$ cat config.mk
export PLATFORM = sky130hd
export DESIGN_NAME = tm4_sched
export DESIGN_NICKNAME = d
export VERILOG_FILES = /design/src/rtl/tm4_sched.sv
export SDC_FILE = /design/constraint.sdc
export NUM_CORES = 1
export LEC_CHECK = 0
export ABC_AREA = 1
export CAP_MARGIN = 10
export CORE_UTILIZATION = 55
export DETAILED_ROUTE_END_ITERATION = 6
export GPL_ROUTABILITY_DRIVEN = 0
export PLACE_DENSITY = 0.83
export SETUP_SLACK_MARGIN = 0.5
export SLEW_MARGIN = 20
export SYNTH_ARGS = -nofsm -noshare
export SYNTH_HDL_FRONTEND = slang
export SYNTH_SLANG_ARGS = --single-unit
$ cat constraint.sdc
create_clock -name clk -period 9.7 [get_ports clk]
set_input_delay 0.97 -clock clk [delete_from_list [all_inputs] [get_ports clk]]
set_output_delay 0.97 -clock clk [all_outputs]
set_load 0.02 [all_outputs]
$ cat src/rtl/tm4_sched.sv
// tm4_sched: raster-order TrueMotion 4x4 intra prediction over one 16x16 luma macroblock.
// Optional macro TM4_SCHED_OPEN_LOOP_EN: context is fed from predictions, RECON is skipped.
module tm4_sched #(
  parameter int BIT_WIDTH  = 8,
  parameter int BLOCK_SIZE = 4
) (
  input  logic                                       clk,
  input  logic                                       rst_n,
  input  logic                                       start,
  input  logic [4*BLOCK_SIZE*BIT_WIDTH-1:0]          mb_top,
  input  logic [4*BLOCK_SIZE*BIT_WIDTH-1:0]          mb_left,
  input  logic [BIT_WIDTH-1:0]                       mb_top_left,
  output logic                                       busy,
  output logic                                       done,
  output logic                                       pred_valid,
  input  logic                                       pred_ready,
  output logic [3:0]                                 pred_idx,
  output logic [BLOCK_SIZE*BLOCK_SIZE*BIT_WIDTH-1:0] pred_dst,
  input  logic                                       recon_valid,
  output logic                                       recon_ready,
  input  logic [BLOCK_SIZE*BLOCK_SIZE*BIT_WIDTH-1:0] recon_data
);
  localparam int MB_PX  = 4 * BLOCK_SIZE;
  localparam int BLK_PX = BLOCK_SIZE * BLOCK_SIZE;
  localparam int TW     = BIT_WIDTH + 2;

  typedef enum logic [2:0] {IDLE, CALC, OFFER, RECON, DONE} state_t;

  state_t                        state_reg, state_next;
  logic [3:0]                    k_reg;
  logic [MB_PX*BIT_WIDTH-1:0]    top_buf_reg;
  logic [MB_PX*BIT_WIDTH-1:0]    left_buf_reg;
  logic [BIT_WIDTH-1:0]          tl_buf_reg;
  logic [BLOCK_SIZE*BIT_WIDTH-1:0] col_buf_reg;
  logic [BIT_WIDTH-1:0]          corner_reg;
  logic [BLK_PX*BIT_WIDTH-1:0]   pred_dst_reg, pred_dst_next;
  logic [BLOCK_SIZE*BIT_WIDTH-1:0] nb_top, nb_left;
  logic [BIT_WIDTH-1:0]          nb_tl;
  logic [BLK_PX*BIT_WIDTH-1:0]   upd_data;
  logic                          ctx_upd;
  logic [1:0]                    bx, by;

  assign bx = k_reg[1:0];
  assign by = k_reg[3:2];

  genvar gi;
  for (gi = 0; gi < BLOCK_SIZE; gi++) begin : g_nb
    assign nb_top[gi*BIT_WIDTH +: BIT_WIDTH] = top_buf_reg[int'({bx, 2'(gi)})*BIT_WIDTH +: BIT_WIDTH];
    assign nb_left[gi*BIT_WIDTH +: BIT_WIDTH] = (bx == 2'd0)
        ? left_buf_reg[int'({by, 2'(gi)})*BIT_WIDTH +: BIT_WIDTH]
        : col_buf_reg[gi*BIT_WIDTH +: BIT_WIDTH];
  end

  // Left-column blocks take the corner from the MB border; others from the running context.
  always_comb begin
    nb_tl = corner_reg;
    if (bx == 2'd0) begin
      nb_tl = (by == 2'd0) ? tl_buf_reg
                           : left_buf_reg[int'({by - 2'd1, 2'd3})*BIT_WIDTH +: BIT_WIDTH];
    end
  end

  for (gi = 0; gi < BLK_PX; gi++) begin : g_pix
    logic signed [TW-1:0] temp;
    assign temp = $signed({2'b00, nb_top[(gi%BLOCK_SIZE)*BIT_WIDTH +: BIT_WIDTH]})
                + $signed({2'b00, nb_left[(gi/BLOCK_SIZE)*BIT_WIDTH +: BIT_WIDTH]})
                - $signed({2'b00, nb_tl});
    assign pred_dst_next[gi*BIT_WIDTH +: BIT_WIDTH] =
        temp[TW-1] ? '0 : ((|temp[TW-2:BIT_WIDTH]) ? '1 : temp[BIT_WIDTH-1:0]);
  end

  always_comb begin
    state_next = state_reg;
    ctx_upd    = 1'b0;
    case (state_reg)
      IDLE:  if (start) state_next = CALC;
      CALC:  state_next = OFFER;
      OFFER: if (pred_ready) begin
`ifdef TM4_SCHED_OPEN_LOOP_EN
        ctx_upd    = 1'b1;
        state_next = (k_reg == 4'd15) ? DONE : CALC;
`else
        state_next = RECON;
`endif
      end
`ifndef TM4_SCHED_OPEN_LOOP_EN
      RECON: if (recon_valid) begin
        ctx_upd    = 1'b1;
        state_next = (k_reg == 4'd15) ? DONE : CALC;
      end
`endif
      DONE:    state_next = IDLE;
      default: state_next = IDLE;
    endcase
  end

`ifdef TM4_SCHED_OPEN_LOOP_EN
  logic unused_recon;
  assign unused_recon = recon_valid ^ (^recon_data);
  assign upd_data     = pred_dst_reg;
  assign recon_ready  = 1'b0;
`else
  assign upd_data     = recon_data;
  assign recon_ready  = (state_reg == RECON);
`endif

  always_ff @(posedge clk or negedge rst_n) begin
    if (!rst_n) begin
      state_reg    <= IDLE;
      k_reg        <= '0;
      pred_dst_reg <= '0;
      top_buf_reg  <= '0;
      left_buf_reg <= '0;
      tl_buf_reg   <= '0;
      col_buf_reg  <= '0;
      corner_reg   <= '0;
    end else begin
      state_reg <= state_next;
      if (state_reg == IDLE && start) begin
        k_reg        <= '0;
        top_buf_reg  <= mb_top;
        left_buf_reg <= mb_left;
        tl_buf_reg   <= mb_top_left;
      end
      if (state_reg == CALC) pred_dst_reg <= pred_dst_next;
      // k wraps 15 -> 0 on the last accept, so IDLE always shows index 0.
      if (ctx_upd) begin
        k_reg      <= k_reg + 4'd1;
        corner_reg <= top_buf_reg[int'({bx, 2'd3})*BIT_WIDTH +: BIT_WIDTH];
        for (int n = 0; n < BLOCK_SIZE; n++) begin
          top_buf_reg[int'({bx, 2'(n)})*BIT_WIDTH +: BIT_WIDTH] <=
              upd_data[(3*BLOCK_SIZE+n)*BIT_WIDTH +: BIT_WIDTH];
          col_buf_reg[n*BIT_WIDTH +: BIT_WIDTH] <=
              upd_data[(n*BLOCK_SIZE+3)*BIT_WIDTH +: BIT_WIDTH];
        end
      end
    end
  end

  assign busy       = (state_reg == CALC) || (state_reg == OFFER) || (state_reg == RECON);
  assign done       = (state_reg == DONE);
  assign pred_valid = (state_reg == OFFER);
  assign pred_idx   = k_reg;
  assign pred_dst   = pred_dst_reg;

endmodule

After elaboration in Yosys (flattened, before gate mapping)
Index checks and enable logic that the tools add are counted.
{"block": "op_classes", "n_eq_ne": 8, "n_reduce_logical": 8, "add_sub_neg": 38, "shifts": 17, "mux": 53}
{"operator": "128-bit by 8-bit variable part select with 8-bit output", "n": 9}
{"operator": "128-bit bitwise mux", "n": 4}
{"operator": "8-bit by 33-bit variable shift with 128-bit output (first input constant)", "n": 4}
{"operator": "8-bit by 33-bit variable part select with 128-bit output", "n": 4}
{"operator": "8-bit 2-to-1 mux", "n": 38}
{"operator": "128-bit 2-to-1 mux", "n": 2}
{"operator": "9-bit by 8-bit subtractor with 10-bit output", "n": 16}
{"operator": "8-bit by 8-bit adder with 9-bit output", "n": 16}
{"operator": "7-bit negator with 33-bit output", "n": 4}
{"operator": "3-bit 2-to-1 mux", "n": 4}
{"operator": "3-bit one-hot mux with 4 select lines", "n": 1}
{"operator": "4-bit 2-to-1 mux", "n": 2}
{"operator": "3-bit by 2-bit equality test with 1-bit output (second input constant)", "n": 2}
{"operator": "4-bit by 1-bit adder with 4-bit output (second input constant)", "n": 1}
{"operator": "4-bit equality test (second input constant)", "n": 1}
{"operator": "2-bit zero test", "n": 2}
{"operator": "2-bit != test (second input constant)", "n": 2}
{"operator": "3-bit by 1-bit equality test with 1-bit output (second input constant)", "n": 1}
{"operator": "3-bit equality test (second input constant)", "n": 1}
{"operator": "3-bit zero test", "n": 1}
{"operator": "3-bit AND reduction", "n": 1}
{"operator": "1-bit logical OR", "n": 2}
{"operator": "1-bit 2-to-1 mux", "n": 2}
{"operator": "2-bit by 1-bit != test with 1-bit output (second input constant)", "n": 1}
{"operator": "3 further kinds", "n": 3}
{"block": "word_totals", "output_inout_bits": 136, "input_bits": 397, "reg_bits": 439, "word_cells": 132}

Logic depth before layout (Yosys ltp)
Gate-level depths: netlist (run 1).
{"block": "depth", "ltp_word": 8, "depth_mapped": 25}

Worst setup path before layout (run 1)
No wires, ideal clock.
{"block": "synth_timing", "path_type": "reg2reg", "startpoint": "reg k_reg[2], in the netlist pred_idx[2]", "endpoint": "reg pred_dst_reg[90], in the netlist pred_dst[90]", "arrival_time_ns": 4.891, "setup_slack_ns": 4.692, "stages_incl_launch_ff": 24, "setup_ns": 0.117, "path_cell_list": "dfrtp_1 > buf_2 > inv_1 > clkbuf_1 > buf_2 > ha_1 > clkbuf_1 > inv_1 > a21oi_1 > o21ai_0 > nand3_1 > nand2_1 > o21a_1 > inv_1 > fa_1 > fa_1 > nand3_1 > nand2_1 > nand4_1 > nand2_1 > xnor2_1 > o21ai_0 > nand2_1 > nand2_1"}
{"block": "synth_between", "elab_chain_len": 7, "elab_cells_between_ends": 11}
{"item": "from (decl)", "line_no": "30", "source": "logic [3:0] k_reg;"}
{"item": "from (signal assigned)", "line_no": "128", "source": "k_reg <= k_reg + 4'd1;"}
{"item": "parallel branches: the longest is 4 deep, another holds 8-bit by 8-bit adder with 9-bit output"}
{"item": "9-bit by 8-bit subtractor with 10-bit output (*)", "line_no": "67", "source": "- $signed({2'b00, nb_tl});"}
{"item": "8-bit 2-to-1 mux", "line_no": "69", "source": "temp[TW-1] ? '0 : ((|temp[TW-2:BIT_WIDTH]) ? '1 : temp[BIT_WIDTH-1:0]);"}
{"item": "8-bit 2-to-1 mux (*)", "line_no": "69"}
{"item": "to (signal assigned)", "line_no": "125", "source": "if (state_reg == CALC) pred_dst_reg <= pred_dst_next;"}
{"item": "to (decl)", "line_no": "36", "source": "logic [BLK_PX*BIT_WIDTH-1:0] pred_dst_reg, pred_dst_next;"}
Every way passes the cells marked *.
A chain may end at the register's enable or synchronous reset.

Final worst setup path (run 1)
{"block": "layout_timing", "startpoint": "reg k_reg[0], in the netlist pred_idx[0]", "endpoint": "reg pred_dst_reg[90], in the netlist pred_dst[90]"}
{"block": "layout_between", "elab_chain_len": 6, "elab_cells_between_ends": 8}
{"item": "parallel branches: the longest is 3 deep, another holds 8-bit by 8-bit adder with 9-bit output"}
{"item": "9-bit by 8-bit subtractor with 10-bit output (*)", "line_no": "67"}
{"item": "8-bit 2-to-1 mux", "line_no": "69"}
{"item": "8-bit 2-to-1 mux (*)", "line_no": "69"}
Marked as above.

==> summary.md, run 1 <==
| Metric | Value |
|---|---|
| Status | `complete, but fails checks` |
| Failing checks | `design-rule violations` |
| Synthesis-stage register bit count | `439` |
| Initial antenna violation count | `10` |
| Core Box Area | `53100 um^2` |
| Post-route DRC | `1` |
| Chip height | `235 um` |
| Total CTS buffers | `between 40 and 50` |
| Worst Max-Slew Pin Slew | `approximately 1.2 ns` |
| Vias per cell | `5.67` |
| Ys Warns | `0` |
| WP buf/inv | `4` |
| Die width | `235 um` |
| Clock insertion delay at the later pin of the skew report | `0.63 ns` |
| Max-Cap Viols | `0` |
| Postcts setup bufs | `0` |
| Clock sink total | `439` |
| Slew Viols, Final | `0` |
| Worst rel slew slack | `21.1%` |
| Final number of setup-violating endpoints | `0` |
| Root buf cell | `clkbuf_16` |
| Resize count post-CTS | `0` |
| Register area share after synthesis | `roughly 37%` |
| I/O pin count | `533` |
| Die area | `55200 um^2` |
| Share of cells above drive strength 1 | `3.56%` |
| Cell family with most CP delay | `buffers and inverters` |
| Worst setup SP type | `flop` |
| Async SR Flop Fraction | `100%` |
| RSZ-0062 raised after global routing | `no` |
| Avg Synthesized Cell Area | `7.50 um^2` |
| Netlist cell types | `43` |
| Layout area overhead | `22.4%` |
| Crit. End Element | `flop` |
| PortBufs | `460` |
| Crit-path cells | `inv_2 > buf_4 > ha_2 > buf_4 > o21a_1 > inv_1 > fa_1 > fa_1 > nand3_1 > nand2_1 > nand4_1 > nand2_1 > xnor2_1 > o21ai_0 > nand2_1 > nand2_1` |
| CTS Buffer Depth | `3` |
| Site row count | `84` |
| Crit share post-route | `67.8%` |
| Net Count, Synth | `~4600` |
| Worst-path fanout max | `between 70 and 80` |
| Top post-synthesis cells by area | `dfrtp_1 37%, nand2_1 20%, fa_1 8.6%, inv_1 5.9%, ha_1 5.7%` |
| CP max stage cell | `o21a_1` |
| Most used cell, CP | `nand2_1` |
| R2r setup slk | `3.12 ns` |
| Detail Placement HPWL | `69900 um` |
| Post-layout minimum cycle time | `6.58 ns` |
| Via count | `28800` |
| Maximum clock skew at final layout | `about 0.042 ns` |
| Vias in the first global route | `around 27000` |
| Post-synth top area share | `36.8%` |
| Reg clk slew, reported paths | `0.06 ns` |
| WP data arrival | `7.08 ns` |
| Netlist Area Pre-Place | `29800 um^2` |
| Top cell type by total area after synthesis | `dfrtp_1` |
| Starting Density | `56.2%` |
| Aggregate global routing overflow | `0` |
| Min-Delay Path Class | `in -> async` |
| Routed len/inst | `between 15 and 20 um` |
| Worst endpoint required time | `10.20 ns` |
| Hold slack | `0.412 ns` |
| Worst path max stage delay | `0.98 ns` |
| Hold Buf Count CTS | `0` |
| CTS tree | `yes` |
| Largest net degree at the start of global routing | `~160` |
| Initial DRC Count | `3264` |
| Mapped Cells | `3979` |
| First-pass GRT wire length | `151000 um` |
| Most used DFF post-synth | `dfrtp_1` |
| Fmax achieved | `roughly 0.15 GHz` |
| Number of enable flip-flop cells after synthesis | `0` |
| Nets | `4998` |
| First-pass DRT Iterations | `7` |
| Fin Setup TNS | `0 ns` |
| Antenna Violating Nets Remaining | `0` |
| GRT Overall Usage | `34.8%` |
| Crit Path Category | `reg -> reg` |
| H-tree Lvls | `2` |
| Final Hold Viols | `0` |
| Total Routed Length | `95600 um` |
[path summary, 6_finish.rpt]
path | start | to | depth (start not counted)
hold reg to reg | col_buf_reg[6]$_DFFE_PN0P_ | col_buf_reg[6]$_DFFE_PN0P_ | 2
max in group asynchronous | rst_n | pred_dst[96]$_DFFE_PN0P_ | 3
setup reg to reg | pred_idx[0]$_DFFE_PN0P_ | pred_dst[90]$_DFFE_PN0P_ | 16
setup / recovery | pred_idx[0]$_DFFE_PN0P_ | pred_dst[90]$_DFFE_PN0P_ | 16
min in group clk | col_buf_reg[6]$_DFFE_PN0P_ | col_buf_reg[6]$_DFFE_PN0P_ | 2
hold / removal | rst_n | left_buf_reg[42]$_DFFE_PN0P_ | 1
[synth_stat cells (all sizes together), types with 5 or more instances]
cell,n
nor3,10
a21oi,157
nor2,96
ha,136
o211ai,23
a32oi,21
o22ai,14
o21a,8
buf,100
a32o,18
o21bai,5
nand3,143
nand2,1632
fa,128
clkbuf,83
a21boi,6
nand4,16
a31oi,205
o31ai,6
xor2,32
dfrtp,439
o21ai,166
inv,475
xnor2,46
[per-layer routing]
layer / up-vias / global-route usage, % / wire, um / share of wire, %
li1: 13400 / - / - / -
met1: 13600 / 45.6 / 38100 / 40
met2: 1500 / 55.5 / 44100 / 46
met3: 266 / 6.37 / 8590 / 9.0
met4: 2 / 17.4 / 4780 / 5.0
met5: - / 0 / 13 / 0.014
[kinds of logic after synthesis]
logic type      after synthesis  synth area share, %
simple gates               1898                 25.0
flops                       439                 36.8
xor+xnor                     78                 2.29
buf+inv                     660                 8.74
compound gates              637                 12.8
fa+ha+maj                   264                 14.3
mux                           3                0.101
[cell usage in the layout, fill, tap and decap left out, types with 4 or more instances in the layout]
| master | count |
|---|---|
| a21boi_0 | 6 |
| a21o_1 | 4 |
| a21oi_1 | 154 |
| a22oi_1 | 4 |
| a31oi_1 | 204 |
| a32o_1 | 18 |
| a32oi_1 | 21 |
| buf_4 | 29 |
| bufinv_16 | 6 |
| clkbuf_1 | 6 |
| clkbuf_16 | 48 |
| clkbuf_8 | 8 |
| clkdlybuf4s50_1 | 459 |
| clkinv_2 | 10 |
| clkinv_4 | 4 |
| dfrtp_1 | 436 |
| diode_2 | 9 |
| fa_1 | 128 |
| ha_1 | 135 |
| inv_1 | 467 |
| inv_2 | 5 |
| nand2_1 | 1618 |
| nand2_2 | 12 |
| nand3_1 | 140 |
| nand4_1 | 16 |
| nor2_1 | 91 |
| nor3_1 | 9 |
| o211ai_1 | 23 |
| o21a_1 | 8 |
| o21ai_0 | 145 |
| o21ai_1 | 21 |
| o21bai_1 | 5 |
| o22ai_1 | 14 |
| o31ai_1 | 5 |
| xnor2_1 | 46 |
| xor2_1 | 32 |
[layout make-up]
cell class	count	area, um^2
inverters	477	1800
clock inverters	28	372
diodes	9	22.5
clock buffers	62	1330
fillers	4312	16600
flip-flops and latches	439	11000
well taps	688	861
multi-input cells	2880	16300
repair buffers	491	4860
[per-stage QoR]
stage | cells | util [%] | area [um^2] | setup WS, ns
finish | 5074 | 68.8 | 36500 | 3.12
global route | 5074 | 68.8 | 36500 | 2.67
CTS | 5065 | 68.7 | 36500 | 3.23
detailed placement | 4975 | 65.5 | 34800 | 3.26
global placement | 4975 | 65.5 | 34800 | 3.31
floorplan | 3979 | - | 29800 | 4.69
Power of run 1 is not shown: default switching activity piles up to over one toggle a cycle in this logic, so the estimate is an artifact.
==> run 2, diff against run 1 <==
Settings changed: CORE_UTILIZATION 55 to 49, PLACE_DENSITY 0.83 to 0.78.
Clock period 9.7 ns to 5.9 ns, I/O delays scaled along.
==> run 2 against run 1 <==
  * The run now ends clean
  * Sequential share of layout area shrank 0.059 points
  * Hold slack worse by 0.39 ns
  * Via count down 2.0%
  * Non-clock buffer count increased by 16
  * Cell area is 0.20% higher
  * Die area rose by 12%
  * Final cell count is 2.0% higher
  * Maximum frequency is 34% higher
  * Critical endpoint is now pred_dst[58]$_DFFE_PN0P_
==> summary.md, run 2 (synthesized netlist as in run 1, its figures left out) <==
| Metric | Value |
|---|---|
| Status | `finished, final reports clean (was complete, but fails checks)` |
| Die area | `61900 um^2 (was 55200 um^2)` |
| Post-layout minimum cycle time | `4.92 ns (was 6.58 ns)` |
| Hold Buf Count CTS | `0 (unchanged)` |
| Core Box Area | `60200 um^2 (was 53100 um^2)` |
| Largest net degree at the start of global routing | `182 (was 158)` |
| Antenna Violating Nets Remaining | `0 (unchanged)` |
| Slew Viols, Final | `0 (unchanged)` |
| CTS tree | `yes (unchanged)` |
| Commonest non-fill, non-tap cell in the layout | `nand2_1 (unchanged)` |
| Worst path max stage delay | `0.56 ns (was 0.98 ns)` |
| Crit share post-route | `83.3% (was 67.8%)` |
| Worst endpoint required time | `6.37 ns (was 10.20 ns)` |
| H-tree Lvls | `2 (unchanged)` |
| Worst-path fanout max | `19 (was 73)` |
| Reg clk slew, reported paths | `0.06 ns (about the same)` |
| Total Routed Length | `96000 um (was 95600 um)` |
| Total CTS buffers | `46 (was 48)` |
| Routed len/inst | `18.6 um (was 18.8 um)` |
| Clock insertion delay at the later pin of the skew report | `0.61 ns (was 0.63 ns)` |
| Layout fillers | `5367 (was 4312)` |
| Worst setup SP type | `flop (unchanged)` |
| Clock sink total | `439 (unchanged)` |
| Core Util, Final | `60.7% (was 68.8%)` |
| CTS Buffer Depth | `3 (unchanged)` |
| Worst Max-Slew Pin Slew | `1.17 ns (was 1.18 ns)` |
| First-pass GRT wire length | `149000 um (was 151000 um)` |
| Vias in the first global route | `26700 (was 27400)` |
| Worst rel slew slack | `21.2% (was 21.1%)` |
| Final Hold Viols | `0 (unchanged)` |
| I/O pin count | `533 (unchanged)` |
| Fmax achieved | `0.203 GHz (was 0.152 GHz)` |
| Crit. End Element | `flop (unchanged)` |
| Via count | `28200 (was 28800)` |
| Starting Density | `49.5% (was 56.2%)` |
| CP max stage cell | `clkinv_1 (was o21a_1)` |
| Share of cells above drive strength 1 | `3.58% (was 3.56%)` |
| RSZ-0062 raised after global routing | `no (unchanged)` |
| Initial DRC Count | `2806 (was 3264)` |
| PortBufs | `460 (unchanged)` |
| Post-route DRC | `0 (was 1)` |
| Most used cell, CP | `nand2_1 (unchanged)` |
| Detail Placement HPWL | `70800 um (was 69900 um)` |
| Die width | `249 um (was 235 um)` |
| Nets | `5012 (was 4998)` |
| Final worst slack | `0.984 ns (was 3.12 ns)` |
| Initial antenna violation count | `9 (was 10)` |
| Leading cell types in the layout, fill and taps excluded | `1618 x nand2_1, 465 x inv_1, 459 x clkdlybuf4s50_1, 436 x dfrtp_1, 205 x a31oi_1 (was 1618 x nand2_1, 467 x inv_1, 459 x clkdlybuf4s50_1, 436 x dfrtp_1, 204 x a31oi_1)` |
| Post-Place Worst Slack | `0.790 ns (was 3.26 ns)` |
| WP data arrival | `5.38 ns (was 7.08 ns)` |
| Max-Cap Viols | `0 (unchanged)` |
| Crit-path cells | `clkinv_2 > ha_2 > clkinv_1 > a21oi_1 > nand2_1 > o21a_1 > buf_4 > inv_1 > fa_1 > fa_1 > nand3_1 > nand2_1 > nand4_1 > nand2_1 > xnor2_1 > o21ai_0 > nand2_1 > nand2_1 (was inv_2 > buf_4 > ha_2 > buf_4 > o21a_1 > inv_1 > fa_1 > fa_1 > nand3_1 > nand2_1 > nand4_1 > nand2_1 > xnor2_1 > o21ai_0 > nand2_1 > nand2_1)` |
| Final number of setup-violating endpoints | `0 (unchanged)` |
| Chip height | `249 um (was 235 um)` |
| Aggregate global routing overflow | `0 (unchanged)` |
| Site row count | `90 (was 84)` |
| Min-Delay Path Class | `in -> async (unchanged)` |
| Crit Path Category | `reg -> reg (unchanged)` |
| Fin Setup TNS | `0 ns (unchanged)` |
| GRT Overall Usage | `30.8% (was 34.8%)` |
| First-pass DRT Iterations | `5 (was 7)` |
| Layout area overhead | `22.6% (was 22.4%)` |
| Vias per cell | `5.45 (was 5.67)` |
| Maximum clock skew at final layout | `0.0311 ns (was 0.0417 ns)` |
| Root buf cell | `clkbuf_16 (unchanged)` |
## run 2: final timing paths
| kind | slack, ns | startpoint | cells after the start | end |
|---|---|---|---|---|
| min in group clk | 0.47 | col_buf_reg[5]$_DFFE_PN0P_ | 2 | col_buf_reg[5]$_DFFE_PN0P_ |
| worst max register to register | 0.98 | pred_idx[0]$_DFFE_PN0P_ | 18 | pred_dst[58]$_DFFE_PN0P_ |
| worst min register to register | 0.47 | col_buf_reg[5]$_DFFE_PN0P_ | 2 | col_buf_reg[5]$_DFFE_PN0P_ |
| max in group asynchronous | 4.45 | rst_n | 2 | pred_idx[2]$_DFFE_PN0P_ |
| worst max-delay path | 0.98 | pred_idx[0]$_DFFE_PN0P_ | 18 | pred_dst[58]$_DFFE_PN0P_ |
| worst min-delay path | 0.02 | rst_n | 1 | left_buf_reg[113]$_DFFE_PN0P_ |
## run 2: repair_timing
action	in CTS	in global routing
resized for setup	0	3
setup buffers	0	7
setup endpoints to repair	0	56
## run 2: cell type report
cell class	instances	area (um^2)	share of cell area, %
clock inverters	12	135	0.370
flip-flops and latches	439	11000	30.1
multi-input cells	2880	16200	44.4
diodes	10	25.0	0.0684
clock buffers	68	1330	3.65
inverters	477	1810	4.95
repair buffers	507	5040	13.8
well taps	782	978	2.68
## run 2: critical path: cells and delay by family, from the launching register on
| kind | cells | cell delay (ns) |
|---|---|---|
| fa+ha+maj | 3 | 1.21 |
| buf+inv | 4 | 1.32 |
| compound gates | 3 | 0.60 |
| simple gates | 7 | 0.69 |
| xor+xnor | 1 | 0.46 |
| flops | 1 | 0.49 |
## run 2: metal layers
layer	wire [um]	track usage, %
met5	0	0
met4	4510	13.9
met1	39300	40.5
met2	44900	49.8
met3	7280	5.31
## run 2: through the flow
step	hold slack (ns)	std cells	cell area, um^2
4_1_cts	0.0746	5158	36500
2_1_floorplan	0.294	3979	29800
6_report	0.0197	5175	36600
3_3_place_gp	0.457	5078	35000
3_5_place_dp	0.460	5078	35000
5_1_grt	0.119	5173	36600
Power of run 2 is left out for the same reason.
